### src/rtl/oam_dma_ctrl.sv
// oam_dma_ctrl: OAM DMA engine plus single-port arbiter for bram_oam.
//
// A CPU write to the DMA register copies OAM_BYTES bytes from the source page
// into OAM, one byte every CYCLES_PER_BYTE clocks, after START_DELAY idle clocks.
// The bram_oam port is shared with fixed priority DMA > PPU > CPU.
//
// Ports:
//   clk, rst_n                      clock (clk_4mhz), async active-low reset
//   mmio_a/din/wr, mmio_dout        DMA register write and readback
//   src_req/a/gnt, src_din          source bus read (data 1 clk after grant)
//   oam_a/din/wr, oam_dout          bram_oam port (1-clk read latency)
//   ppu_oam_rd/a, ppu_oam_dout      PPU read requester
//   cpu_oam_a/din/wr/rd, cpu_oam_dout  CPU read/write requester
//   dma_active                      transfer in progress
//
// state | meaning
// ------+---------------------------------------------------------------
// IDLE  | no transfer; CPU or PPU owns the OAM port
// DELAY | start delay after a register write, counting down delay_cnt
// XFER  | copying bytes; phase 0 read, 1 capture, 2 OAM write, rest idle
module oam_dma_ctrl #(
  parameter int          OAM_BYTES       = 160,
  parameter int          CYCLES_PER_BYTE = 4,
  parameter int          START_DELAY     = 4,
  parameter logic [15:0] DMA_REG_ADDR    = 16'hFF46
) (
  input  logic        clk,
  input  logic        rst_n,
  input  logic [15:0] mmio_a,
  input  logic [7:0]  mmio_din,
  input  logic        mmio_wr,
  output logic [7:0]  mmio_dout,
  output logic        src_req,
  output logic [15:0] src_a,
  input  logic        src_gnt,
  input  logic [7:0]  src_din,
  output logic [7:0]  oam_a,
  output logic [7:0]  oam_din,
  output logic        oam_wr,
  input  logic [7:0]  oam_dout,
  input  logic        ppu_oam_rd,
  input  logic [7:0]  ppu_oam_a,
  output logic [7:0]  ppu_oam_dout,
  input  logic [7:0]  cpu_oam_a,
  input  logic [7:0]  cpu_oam_din,
  input  logic        cpu_oam_wr,
  input  logic        cpu_oam_rd,
  output logic [7:0]  cpu_oam_dout,
  output logic        dma_active
);

  localparam int PW = (CYCLES_PER_BYTE > 1) ? $clog2(CYCLES_PER_BYTE) : 1;
  localparam int DW = (START_DELAY > 1) ? $clog2(START_DELAY) : 1;
  localparam logic [PW-1:0] PHASE_LAST = PW'(CYCLES_PER_BYTE - 1);
  localparam logic [PW-1:0] PHASE_CAP  = PW'(1);
  localparam logic [PW-1:0] PHASE_WR   = PW'(2);
  localparam logic [DW-1:0] DELAY_LOAD = DW'(START_DELAY - 1);
  localparam logic [7:0]    LAST_INDEX = 8'(OAM_BYTES - 1);

  typedef enum logic [1:0] {IDLE, DELAY, XFER} state_t;

  state_t          state, state_next;
  logic [7:0]      index, index_next;
  logic [PW-1:0]   phase, phase_next;
  logic [DW-1:0]   delay_cnt, delay_next;
  logic [7:0]      dma_reg, page, data_latch;
  logic            lost_cpu, lost_ppu;
  logic            reg_wr, dma_wr;

  assign reg_wr = mmio_wr && (mmio_a == DMA_REG_ADDR);

  always_ff @(posedge clk or negedge rst_n) begin
    if (!rst_n) begin
      state     <= IDLE;
      index     <= '0;
      phase     <= '0;
      delay_cnt <= '0;
    end else begin
      state     <= state_next;
      index     <= index_next;
      phase     <= phase_next;
      delay_cnt <= delay_next;
    end
  end

  always_comb begin
    state_next = state;
    index_next = index;
    phase_next = phase;
    delay_next = delay_cnt;
    src_req    = 1'b0;
    dma_wr     = 1'b0;
    case (state)
      IDLE: ;
      DELAY: begin
        if (delay_cnt == '0) begin
          state_next = XFER;
          index_next = '0;
          phase_next = '0;
        end else begin
          delay_next = delay_cnt - DW'(1);
        end
      end
      XFER: begin
        src_req = (phase == '0);
        dma_wr  = (phase == PHASE_WR);
        if (phase == '0 && !src_gnt) begin
          phase_next = phase;  // stall until the source bus grants
        end else if (phase == PHASE_LAST) begin
          phase_next = '0;
          index_next = index + 8'd1;
          if (index == LAST_INDEX) state_next = IDLE;
        end else begin
          phase_next = phase + PW'(1);
        end
      end
      default: state_next = IDLE;
    endcase
    // A register write restarts from any state; the current cycle's OAM
    // write (if any) has already been presented and still lands.
    if (reg_wr) begin
      state_next = DELAY;
      delay_next = DELAY_LOAD;
      index_next = '0;
      phase_next = '0;
    end
  end

  always_ff @(posedge clk or negedge rst_n) begin
    if (!rst_n) begin
      dma_reg    <= 8'hFF;
      page       <= 8'h00;
      data_latch <= 8'h00;
    end else begin
      if (reg_wr) begin
        dma_reg <= mmio_din;
        // 0xE0-0xFF is echo RAM and aliases 0xC0-0xDF
        page    <= (mmio_din >= 8'hE0) ? (mmio_din - 8'h20) : mmio_din;
      end
      if (state == XFER && phase == PHASE_CAP) data_latch <= src_din;
    end
  end

  assign dma_active = (state != IDLE);
  assign src_a      = src_req ? {page, index} : 16'h0000;
  assign mmio_dout  = (mmio_a == DMA_REG_ADDR) ? dma_reg : 8'h00;

  always_comb begin
    oam_a   = cpu_oam_a;
    oam_din = cpu_oam_din;
    oam_wr  = cpu_oam_wr;
    if (dma_active) begin
      oam_a   = index;
      oam_din = data_latch;
      oam_wr  = dma_wr;
    end else if (ppu_oam_rd) begin
      oam_a  = ppu_oam_a;
      oam_wr = 1'b0;
    end
  end

  // Lost flags update only on a read, so a requester keeps seeing 8'hFF
  // until it issues a read that actually wins the port.
  always_ff @(posedge clk or negedge rst_n) begin
    if (!rst_n) begin
      lost_cpu <= 1'b1;
      lost_ppu <= 1'b1;
    end else begin
      if (cpu_oam_rd) lost_cpu <= dma_active || ppu_oam_rd;
      if (ppu_oam_rd) lost_ppu <= dma_active;
    end
  end

  assign cpu_oam_dout = lost_cpu ? 8'hFF : oam_dout;
  assign ppu_oam_dout = lost_ppu ? 8'hFF : oam_dout;

endmodule

### config.mk
export PLATFORM = sky130hd
export DESIGN_NAME = oam_dma_ctrl
export DESIGN_NICKNAME = d
export VERILOG_FILES = /design/src/rtl/oam_dma_ctrl.sv
export SDC_FILE = /design/constraint.sdc
export NUM_CORES = 1
export LEC_CHECK = 0
export CAP_MARGIN = 20
export CORE_MARGIN = 3
export CORE_UTILIZATION = 44
export CTS_BUF_LIST = sky130_fd_sc_hd__clkbuf_2
export DETAILED_ROUTE_END_ITERATION = 16
export PLACE_DENSITY = 0.88
export SYNTH_ARGS = -nofsm -noshare
export SYNTH_HDL_FRONTEND = slang
export SYNTH_SLANG_ARGS = --single-unit
export TNS_END_PERCENT = 10
### constraint.sdc
create_clock -name clk -period 3.7 [get_ports clk]
set_input_delay 1.11 -clock clk [delete_from_list [all_inputs] [get_ports clk]]
set_output_delay 1.11 -clock clk [all_outputs]
set_load 0.1 [all_outputs]
==> results_dict.tcl <==
set metrics [dict create \
    clock_path_buffers 2 \
    grt-ovfl-total 0 \
    violations "setup timing" \
    hold_slack_ns 0.5273 \
    grt_util_all_layers_pct 25.85 \
    synth_seq_cells 40 \
    hold_viol 0 \
    worstMarginPinSlew_ns 0.8821 \
    fin_crit_ns 3.706 \
    outcome "complete, but fails checks" \
    ys_top_cells_by_area "dfrtp_1 (30%), mux2_2 (11%), dfstp_2 (11%)" \
    clkPwrFrac_pct 23.0 \
    cts_tree "built" \
    synth_nets 323 \
    crit_slowest_cell "or4b_4" \
    crit_chain "buf_6, or4b_4, nor4_4, buf_4, and2_4, buf_12" \
    fillers 283 \
    cp-start-kind "primary input" \
    cp-end-kind "primary output" \
    die_y_um 81.02 \
    totalPowerFinal_uw 1138 \
    wire_per_inst_um 18.73 \
    insertion_delay_ns 0.41 \
    core_mm2 0.005270 \
    dpl.hpwl_um 6644 \
    setup_violations 1 \
    htree_levels 2 \
    drtIter0Drc 255 \
    crit_family "simple AND/OR/NAND/NOR gates" \
    drc 0 \
    period_share_pct 100.2 \
    syn_to_final_growth_pct 82.11 \
    gp_congestion 0.8054 \
    layout_setup_ws_ns -0.006426 \
    cts-root-buf "clkbuf_2" \
    synth_seq_area_share_pct 40.93 \
    synth_top_area_share_pct 30.32 \
    start_util_pct 46.98 \
    switching_power_uw 395.7 \
    tns_ns -0.006426 \
    skew_ns 0.02539 \
    leakagePower_uw 0.002073 \
    via_per_inst 5.506 \
    vias 2461 \
    grt_pass1_wl_um 12950 \
    criticalPathCategory "in2out" \
    crit_required_ns 2.59 \
    finalNonFillerCells 447 \
    dr.pass1.iters 4 \
    power_frac_comb_pct 37.2 \
    dp_cells 439 \
    nets 454 \
    relSlewSlack_pct 41.19 \
    num_io_pins 130 \
    cts_buffers 5 \
    place_ws_ns -0.2979 \
    synth_cell_types 38 \
    drtAntennaViolNets 0 \
    vdd_drop_max_v 0.0002711 \
    switching_share_pct 34.78 \
    cap_violations 0 \
    antenna_cells 0 \
    grt_pass1_vias 2572 \
    hold_path.class "reg2reg" \
    drv_slew 0 \
    yosys_warnings 0 \
    routed_wirelength_um 8371 \
    drive_above_1_share_pct 40.32 \
    crit_path_max_fanout 6 \
    regArea_mm2 0.001013 \
    synthCells 245 \
    p_seq_share_pct 39.7 \
    syn-cell-area_mm2 0.002476 \
    die_area_mm2 0.006563 \
    yosys.area.top_type "dfrtp_1" \
    p_int_uw 742.2 \
    synth_area_per_cell_um2 10.11 \
    multi_input_area_mm2 0.001399 \
    grt_max_degree 41 \
    cp.arrival_ns 2.60 \
    p_per_area_mw_per_mm2 252.3 \
    cts.reportedPaths.clkPinSlew_ns 0.19 \
    io_buffers 129 \
    fp-row-count 26 \
    cp_slowest_stage_delay_ns 0.55 \
    antenna_found_initial 0 \
    rsz0062_at_grt "true" \
    max_freq_mhz 269.8 \
    die-width_um 81.02 \
    path_buf_inv 3 \
    cts_sinks 40 \
]
[final timing paths]
kind	slack (ns)	end	start	depth (start not counted)
min in group asynchronous	0.78	page[4]$_DFFE_PN0P_	rst_n	1
setup reg to reg	1.16	index[0]$_DFFE_PN0P_	phase[0]$_DFFE_PN0P_	6
setup / recovery	-0.006	mmio_dout[3]	mmio_a[7]	6
hold / removal	0.53	data_latch[0]$_DFFE_PN0P_	data_latch[0]$_DFFE_PN0P_	1
hold reg to reg	0.53	data_latch[0]$_DFFE_PN0P_	data_latch[0]$_DFFE_PN0P_	1
max in group asynchronous	2.35	phase[1]$_DFFE_PN0P_	rst_n	1
[power by group through the flow]
stage,Sequential [uW],Combinational [uW],Clock (uW)
after floorplan,457,219,0
after global placement,459,416,0
after detailed placement,460,426,0
after CTS,452,427,266
after global routing,454,437,289
final,452,424,262
[cell usage in the layout, fill, tap and decap left out, drive strengths merged, types with 9 or more instances in the layout]
| cell type | instances |
|---|---|
| buf | 68 |
| clkdlybuf4s50 | 64 |
| mux2 | 32 |
| dfrtp | 30 |
| a21oi | 22 |
| nor2 | 21 |
| or2 | 17 |
| and3 | 17 |
| and2 | 11 |
| dfstp | 10 |
| clkbuf | 9 |
[cells in the mapped netlist]
cell type / n
inv_1: 8
buf_1: 1
and2_1: 11
or4b_2: 1
a31oi_1: 5
nor2b_1: 1
mux2_2: 25
ha_1: 7
nor4bb_1: 1
dfrtp_1: 30
and3b_1: 1
a22oi_1: 2
a21oi_1: 22
nor3b_1: 1
nor4_4: 1
mux2_4: 7
o211ai_1: 1
mux2i_1: 8
nand4bb_1: 1
xnor2_1: 1
or2_2: 17
nand4_1: 2
and3_1: 17
nand4b_1: 1
nand2b_1: 2
nand2_1: 8
nand3_1: 6
o21ai_0: 7
buf_6: 2
nor2_1: 21
or4b_4: 1
dfstp_2: 10
a211oi_1: 1
clkbuf_1: 8
and4_1: 2
or3_1: 3
nand3b_1: 1
buf_12: 1
[area by class of cell]
cell class / instances / share of cell area (%)
repair buffers: 136 / 42.45
flip-flops and latches: 40 / 22.48
clock inverters: 2 / 0.7769
inverters: 8 / 0.6659
multi-input cells: 185 / 31.02
clock buffers: 6 / 0.6659
well taps: 70 / 1.942
[cells by family (layout without fill, tap and decap cells)]
kind of cell | count (synthesis) | in the layout | synth area share (%)
and+or+nand+nor | 99 | 99 | 23.70
buffers and inverters | 20 | 152 | 4.295
muxes | 40 | 40 | 18.85
DFF | 40 | 40 | 40.93
adders and majority gates | 7 | 7 | 3.537
xor gates and xnor gates | 1 | 1 | 0.3538
AOI/OAI and AO/OA | 38 | 38 | 8.338
[timing repair]
item / CTS / global route
pin swaps: 4 / 8
resized for setup: 13 / 10
setup buffers: 0 / 0
endpoints found under the setup margin: 8 / 8
hold buffers: 0 / 0
[metal layers]
metal / track usage (%) / vias up / routed length, um
met3: 6.763 / 18 / 662
met4: 8.446 / 0 / 199
met5: 0 / - / 0
li1: - / 1126 / -
met1: 26.91 / 1202 / 2842
met2: 49.75 / 115 / 4666
[stage by stage]
| stage | cell area [um^2] | utilization (%) |
|---|---|---|
| detailed placement | 4423 | 83.93 |
| CTS | 4514 | 85.66 |
| global route | 4509 | 85.57 |
| global placement | 4423 | 83.93 |
| floorplan | 2480 | - |
| finish | 4509 | 85.57 |
(Power assumes the default switching activity.)
